--- config.mk ---
export PLATFORM = sky130hd
export DESIGN_NAME = pc_unit
export DESIGN_NICKNAME = d
export VERILOG_FILES = /design/src/rtl/pc_unit.sv
export SDC_FILE = /design/constraint.sdc
export NUM_CORES = 1
export LEC_CHECK = 0
export BUFFER_PORTS_ARGS = -buffer_cell sky130_fd_sc_hd__clkbuf_2
export CAP_MARGIN = 20
export CORE_MARGIN = 4
export CORE_UTILIZATION = 45
export DETAILED_ROUTE_END_ITERATION = 10
export MAX_ROUTING_LAYER = met4
export PLACE_DENSITY = 0.76
export SLEW_MARGIN = 40
export SYNTH_ARGS = -nofsm -noshare
export SYNTH_HDL_FRONTEND = slang
export SYNTH_SLANG_ARGS = --single-unit
--- constraint.sdc ---
create_clock -name clk -period 1.96 [get_ports clk]
set_input_delay 0.294 -clock clk [delete_from_list [all_inputs] [get_ports clk]]
set_output_delay 0.294 -clock clk [all_outputs]
set_load 0.03 [all_outputs]
--- src/rtl/pc_unit.sv ---
// Program counter stage: PC and previous-PC registers plus a combinational +STEP incrementer; updates one edge after sampling, holds while en=0.
// Optional PC_ALIGN_CHECK_EN: word-aligns loaded targets and flags misaligned loads on a registered misalign output.
module pc_unit #(
  parameter int               WIDTH     = 32,
  parameter logic [WIDTH-1:0] RESET_VAL = '0,
  parameter int               STEP      = 4
) (
  input  logic             clk,
  input  logic             rst,
  input  logic             en,
  input  logic             load,
  input  logic [WIDTH-1:0] load_addr,
  output logic [WIDTH-1:0] out,
  output logic [WIDTH-1:0] old_val,
`ifdef PC_ALIGN_CHECK_EN
  output logic             misalign,
`endif
  output logic [WIDTH-1:0] pc_next_seq
);

  logic [WIDTH-1:0] load_val;
  logic [WIDTH-1:0] next_pc;

  assign pc_next_seq = out + WIDTH'(STEP);

`ifdef PC_ALIGN_CHECK_EN
  // Targets are forced onto a 4-byte boundary; the dropped bits are reported instead.
  assign load_val = {load_addr[WIDTH-1:2], 2'b00};
`else
  assign load_val = load_addr;
`endif

  assign next_pc = load ? load_val : pc_next_seq;

  always_ff @(posedge clk) begin
    if (rst) begin
      out     <= RESET_VAL;
      old_val <= RESET_VAL;
    end else if (en) begin
      out     <= next_pc;
      old_val <= out;
    end
  end

`ifdef PC_ALIGN_CHECK_EN
  always_ff @(posedge clk) begin
    if (rst) begin
      misalign <= 1'b0;
    end else if (en) begin
      misalign <= load & (|load_addr[1:0]);
    end
  end
`endif

endmodule

==> flow_metrics.env, run 1 <==
export IMPL_fin_util_pct=75.0
export IMPL_drv_slew=0
export IMPL_crit_path_end_kind="output port"
export IMPL_tritoncts="yes"
export IMPL_p_sw_share_pct=32.7
export IMPL_skew_ns=0.00747
export IMPL_vias=4323
export IMPL_cp_required_ns=1.67
export IMPL_rsz0062_at_grt="yes"
export IMPL_grt_max_degree=43
export IMPL_clk_latency_ns=0.35
export IMPL_powerDensity_mw_per_mm2=583
export IMPL_synthFlopType="dfxtp_1"
export IMPL_initial_core_util_pct=46.8
export IMPL_fin_tns_setup_ns=-6.60
export IMPL_p_int_uw=2300
export IMPL_rows=32
export IMPL_path_cells="nand4_4 -> or4_4 -> nor4_4 -> xor2_2 -> clkbuf_8"
export IMPL_min_period_over_period_pct=122
export IMPL_core_area_mm2=0.00781
export IMPL_syn_area_mm2=0.00365
export IMPL_cts_hold_buffers=0
export IMPL_finalHoldViolCount=0
export IMPL_grt_pass1_vias=4208
export IMPL_r2r_setup_slack_ns=-0.16
export IMPL_fp_dieH_um=98.1
export IMPL_violations="negative setup slack"
export IMPL_dp_cells=701
export IMPL_boundaryPins=132
export IMPL_ir_drop_mv=0.455
export IMPL_cp_buffers_inverters=1
export IMPL_synth_warnings=0
export IMPL_clk_pin_slew_worst_paths_ns=0.07
export IMPL_synth_async_reset_ratio_pct=0
export IMPL_dieArea_mm2=0.00962
export IMPL_drt_iter0_markers=284
export IMPL_syn_inst=454
export IMPL_root_buffer="clkbuf_8"
export IMPL_syn_num_nets=491
export IMPL_routed_wl_mm=13.5
export IMPL_areaGrowthSynthToFinish_pct=60.3
export IMPL_post_synth_top_area_cell="dfxtp_1"
export IMPL_tightest_slew_ns=0.543
export IMPL_drcViolationCount=0
export IMPL_yosysMostFrequentCell="nor2_1"
export IMPL_cts_buffers=9
export IMPL_clockBufferDepth=2
export IMPL_comb_power_share_pct=25.3
export IMPL_htreeDepth=3
export IMPL_cts_sinks=64
export IMPL_yosys_top_cells_count="66 x nor2_1, 64 x dfxtp_1, 37 x nand2_1"
export IMPL_synth_top_cells_by_area="dfxtp_1 35%, mux2i_1 9.3%, nor2_1 6.8%"
export IMPL_synth_cell_type_count=56
export IMPL_finalNonFillerCells=733
export IMPL_crit_fanout=6
export IMPL_switchingPower_uw=1120
export IMPL_critPathLaunchType="flop"
export IMPL_antenna_found_initial=0
export IMPL_hold_class="in2reg"
export IMPL_syn_area_per_cell_um2=8.05
export IMPL_fmax_ghz=0.418
export IMPL_ant_nets=0
export IMPL_fp_dieW_um=98.1
export IMPL_outcome="finished, violations left"
export IMPL_synth_seq_cells=64
export IMPL_synth_edff_count=0
export IMPL_grt_ovfl_total=0
export IMPL_worst_slack_ns=-0.433
export IMPL_final_area_mm2=0.00586
export IMPL_relSlewSlack_pct=63.7
export IMPL_maxCapViolCount=0
export IMPL_final_nets=664
export IMPL_hpwl_mm=8.96
export IMPL_drt_first_pass_iters=5
export IMPL_arrival_ns=2.10
export IMPL_placed_cell_area_mm2=0.00507
export IMPL_avgRoutedWirePerCell_um=18.4
export IMPL_gp_congestion=0.881
export IMPL_synth_top_area_share_pct=35.1
export IMPL_clkPwrFrac_pct=33.5
export IMPL_period_minus_slack_ns=2.39
export IMPL_antenna_cells=0
export IMPL_drive_gt1_share_pct=48.5
export IMPL_worst_path_max_delay_cell="or4_4"
export IMPL_critical_path_top_delay_family="simple AND/OR/NAND/NOR gates"
export IMPL_p_leak_uw=0.00271
export IMPL_grt_first_pass_wirelength_mm=21.3
export IMPL_yosysSeqAreaShare_pct=35.1
export IMPL_p_seq_share_pct=41.2
export IMPL_port_buffers=131
export IMPL_max_stage_delay_ns=0.66
export IMPL_track_usage_pct=27.8
export IMPL_criticalPathCategory="reg2out"
export IMPL_setup_violations=24
export IMPL_viasPerCell=5.90
==> logic make-up (layout without fill, tap and decap cells) <==
kind of cell	count (synthesis)	count (layout)	share of synthesized area, %
muxes	34	34	9.32
adders and majority gates	1	1	0.342
buffers and inverters	62	239	7.12
AOI/OAI and AO/OA	88	88	17.7
DFF	64	64	35.1
xor gates and xnor gates	27	27	6.47
and+or+nand+nor	178	178	24.0
==> flip-flops by register name (all words and copies together) (netlist names) <==
signal   cells
old_val     32
out         32
==> tightest hold or removal path: cells and delay by family <==
family	cells	cell delay, ns
buffers and inverters	1	0.08
AOI/OAI and AO/OA	1	0.05
and+or+nand+nor	1	0.04
==> power groups by stage <==
stage,registers [uW],clock network (uW),logic (uW)
finish,1410,1150,863
global route,1410,1220,913
CTS,1400,1150,830
detailed placement,1430,0,786
global placement,1430,0,775
floorplan,1550,0,409
==> layout make-up <==
| class | count | area [um2] |
|---|---|---|
| well taps | 102 | 128 |
| multi-input cells | 328 | 2660 |
| fillers | 526 | 1950 |
| clock inverters | 4 | 45.0 |
| repair buffers | 212 | 1520 |
| flip-flops and latches | 64 | 1320 |
| clock buffers | 11 | 141 |
| inverters | 12 | 45.0 |
==> worst paths after layout <==
path                             start                   end  depth (start not counted)
hold reg to reg    out[0]$_SDFFE_PP0P_   out[0]$_SDFFE_PP0P_                          2
setup reg to reg  out[14]$_SDFFE_PP0P_  out[18]$_SDFFE_PP0P_                          5
setup / recovery  out[14]$_SDFFE_PP0P_       pc_next_seq[30]                          5
hold / removal            load_addr[1]   out[1]$_SDFFE_PP0P_                          3
==> timing repair <==
item / 4_1_cts / 5_1_grt
pin swaps: 11 / 14
setup endpoints to repair: 24 / 30
setup buffers: 14 / 4
gates cloned: 0 / 0
gates resized for setup: 73 / 37
==> cells in the final DEF (no fill, tap or decap), types with 4 or more instances in the layout <==
master,instances
mux2i_1,34
buf_4,69
xnor2_4,6
a21oi_1,11
nor2_4,5
xnor2_2,8
clkbuf_2,106
dfxtp_4,7
xor2_1,4
nand4_1,11
buf_6,13
a311o_1,4
inv_1,12
clkbuf_8,24
nor4_4,5
a31oi_1,12
and3_1,5
dfxtp_2,10
nor3_4,4
xnor2_1,4
o21ai_0,9
or4_4,4
xor2_2,4
o211ai_1,4
a22oi_1,11
a211oi_1,4
nor2_1,60
nand2_1,33
nand3_1,11
nor3_1,4
dfxtp_1,47
==> routing by layer <==
| metal | track usage [%] | routed length, um |
|---|---|---|
| met5 | - | 0 |
| met1 | 34.8 | 5380 |
| met2 | 43.2 | 6560 |
| met3 | 7.29 | 1180 |
| met4 | 10.2 | 396 |
==> through the flow <==
stage,power (uW),setup slack (ns),hold WS [ns]
2_1_floorplan,1960,-0.316,0.430
3_3_place_gp,2200,-0.103,0.472
3_5_place_dp,2220,-0.125,0.480
4_1_cts,3380,-0.397,0.151
5_1_grt,3540,-0.470,0.143
6_report,3420,-0.433,0.158
No activity file was read; power rests on OpenSTA's default activity.
==> inputs of run 2 (changes only) <==
- RECOVER_POWER: unset -> 50
==> flow_metrics.env, run 2 (same netlist as run 1, synthesis figures left out) <==
export IMPL_fin_total_pwr_uw=3400
export IMPL_drt_iter0_markers=304
export IMPL_ir_drop_mv=0.449
export IMPL_r2r_start="out[14]$_SDFFE_PP0P_"
export IMPL_clockBufferDepth=2
export IMPL_outcome="finished, violations left"
export IMPL_fin_util_pct=74.2
export IMPL_core_area_mm2=0.00781
export IMPL_cp_buffers_inverters=1
export IMPL_grt_max_degree=43
export IMPL_viasPerCell=5.92
export IMPL_antenna_cells=0
export IMPL_p_sw_share_pct=32.8
export IMPL_track_usage_pct=27.8
export IMPL_clkPwrFrac_pct=33.7
export IMPL_rows=32
export IMPL_hold_worst_slack_ns=0.161
export IMPL_finalNonFillerCells=733
export IMPL_maxCapViolCount=0
export IMPL_htreeDepth=3
export IMPL_period_minus_slack_ns=2.39
export IMPL_drcViolationCount=0
export IMPL_fmax_ghz=0.419
export IMPL_hp_start="load_addr[1]"
export IMPL_tritoncts="yes"
export IMPL_areaGrowthSynthToFinish_pct=58.5
export IMPL_rsz0062_at_grt="yes"
export IMPL_hpwl_mm=8.96
export IMPL_gp_congestion=0.881
export IMPL_avgRoutedWirePerCell_um=18.4
export IMPL_criticalPathCategory="reg2out"
export IMPL_cts_buffers=9
export IMPL_p_leak_uw=0.00259
export IMPL_grt_pass1_vias=4208
export IMPL_worst_slack_ns=-0.426
export IMPL_clk_pin_slew_worst_paths_ns=0.07
export IMPL_switchingPower_uw=1110
export IMPL_fp_dieW_um=98.1
export IMPL_worst_path_max_delay_cell="or4_4"
export IMPL_hold_class="in2reg"
export IMPL_min_period_over_period_pct=122
export IMPL_routed_wl_mm=13.5
export IMPL_holdPathStages=3
export IMPL_relSlewSlack_pct=23.0
export IMPL_final_common_cell="clkbuf_2"
export IMPL_crit_fanout=6
export IMPL_max_stage_delay_ns=0.66
export IMPL_skew_ns=0.00630
export IMPL_final_cell_mix="76 x clkbuf_2, 65 x buf_4, 60 x nor2_1"
export IMPL_arrival_ns=2.09
export IMPL_clk_latency_ns=0.35
export IMPL_antenna_found_initial=0
export IMPL_final_nets=664
export IMPL_grt_first_pass_wirelength_mm=21.3
export IMPL_rr_worst_depth=5
export IMPL_powerDensity_mw_per_mm2=588
export IMPL_r2r_end="out[18]$_SDFFE_PP0P_"
export IMPL_cts_hold_buffers=0
export IMPL_tightest_slew_ns=1.16
export IMPL_fp_dieH_um=98.1
export IMPL_boundaryPins=132
export IMPL_violations="negative setup slack"
export IMPL_p_int_uw=2290
export IMPL_dp_cells=701
export IMPL_drive_gt1_share_pct=42.9
export IMPL_setup_violations=39
export IMPL_min_to="out[1]$_SDFFE_PP0P_"
export IMPL_ant_nets=0
export IMPL_top_regs="old_val: 32 flops, out: 32 flops"
export IMPL_initial_core_util_pct=46.8
export IMPL_critPathLaunchType="flop"
export IMPL_r2r_setup_slack_ns=-0.15
export IMPL_vias=4341
export IMPL_port_buffers=131
export IMPL_comb_power_share_pct=25.0
export IMPL_critical_path_top_delay_family="simple AND/OR/NAND/NOR gates"
export IMPL_root_buffer="clkbuf_8"
export IMPL_n_fill_cell=556
export IMPL_cts_sinks=64
export IMPL_p_seq_share_pct=41.3
export IMPL_place_ws_ns=-0.125
export IMPL_path_cells="nand4_4 -> or4_4 -> nor4_4 -> xor2_2 -> clkbuf_8"
export IMPL_drv_slew=0
export IMPL_drt_first_pass_iters=5
export IMPL_finalHoldViolCount=0
export IMPL_grt_ovfl_total=0
export IMPL_cp_required_ns=1.67
export IMPL_crit_path_end_kind="output port"
export IMPL_dieArea_mm2=0.00962
[run 2: changes by cell type in the layout (fill, tap and decap cells not counted), sizes merged]
cell	previous run	this run
buf	89	83
clkbuf	134	140
[run 2: per-stage QoR]
step | setup TNS, ns | cell area (um2)
final | -7.60 | 5790
after global routing | -11.96 | 5790
after CTS | -6.43 | 5680
after detailed placement | -0.703 | 5070
after global placement | -0.306 | 5070
after floorplan | -3.51 | 4070
[run 2: power groups by stage]
stage	sequential, uW	clock (uW)	combinational, uW
after floorplan	1550	0	409
after global placement	1430	0	775
after detailed placement	1430	0	786
after CTS	1400	1150	830
after global routing	1410	1220	902
final	1410	1150	850
[run 2: worst max-delay path by stage]
| stage | depth (start not counted) | slack (ns) | endpoint | from |
|---|---|---|---|---|
| 3_5_place_dp | 5 | -0.13 | pc_next_seq[29] | out[2]$_SDFFE_PP0P_ |
| 3_3_place_gp | 5 | -0.10 | pc_next_seq[29] | out[2]$_SDFFE_PP0P_ |
| 4_1_cts | 6 | -0.40 | pc_next_seq[30] | out[3]$_SDFFE_PP0P_ |
| 2_1_floorplan | 6 | -0.32 | pc_next_seq[21] | out[2]$_SDFFE_PP0P_ |
| 5_1_grt | 5 | -0.47 | pc_next_seq[30] | out[14]$_SDFFE_PP0P_ |
| 6_report | 5 | -0.43 | pc_next_seq[30] | out[14]$_SDFFE_PP0P_ |
[run 2: cell type report]
class	instances	area (um2)	share of cell area, %
repair buffers	212	1450	25.1
multi-input cells	328	2660	45.9
inverters	12	45.0	0.778
clock buffers	11	141	2.44
clock inverters	4	45.0	0.778
well taps	102	128	2.20
flip-flops and latches	64	1320	22.8
[run 2: worst register-to-register path, delay by kind of cell (launching register included)]
family | cells | cell delay, ns
simple gates | 3 | 1.26
flops | 1 | 0.36
buf+inv | 1 | 0.20
compound gates | 1 | 0.20
[run 2: repair_timing]
action | 4_1_cts | 5_1_grt
endpoints found under the hold margin | 0 | 0
buffers inserted | 14 | 4
pin swaps | 11 | 14
gates resized for setup | 73 | 37
endpoints found under the setup margin | 24 | 30
[run 2: layer usage]
| layer | vias up | GRT usage (%) | wire, um |
|---|---|---|---|
| met4 | 0 | 10.2 | 380 |
| met2 | 261 | 43.2 | 6570 |
| met5 | - | - | 0 |
| met3 | 43 | 7.29 | 1110 |
| li1 | 1981 | - | - |
| met1 | 2056 | 34.8 | 5440 |
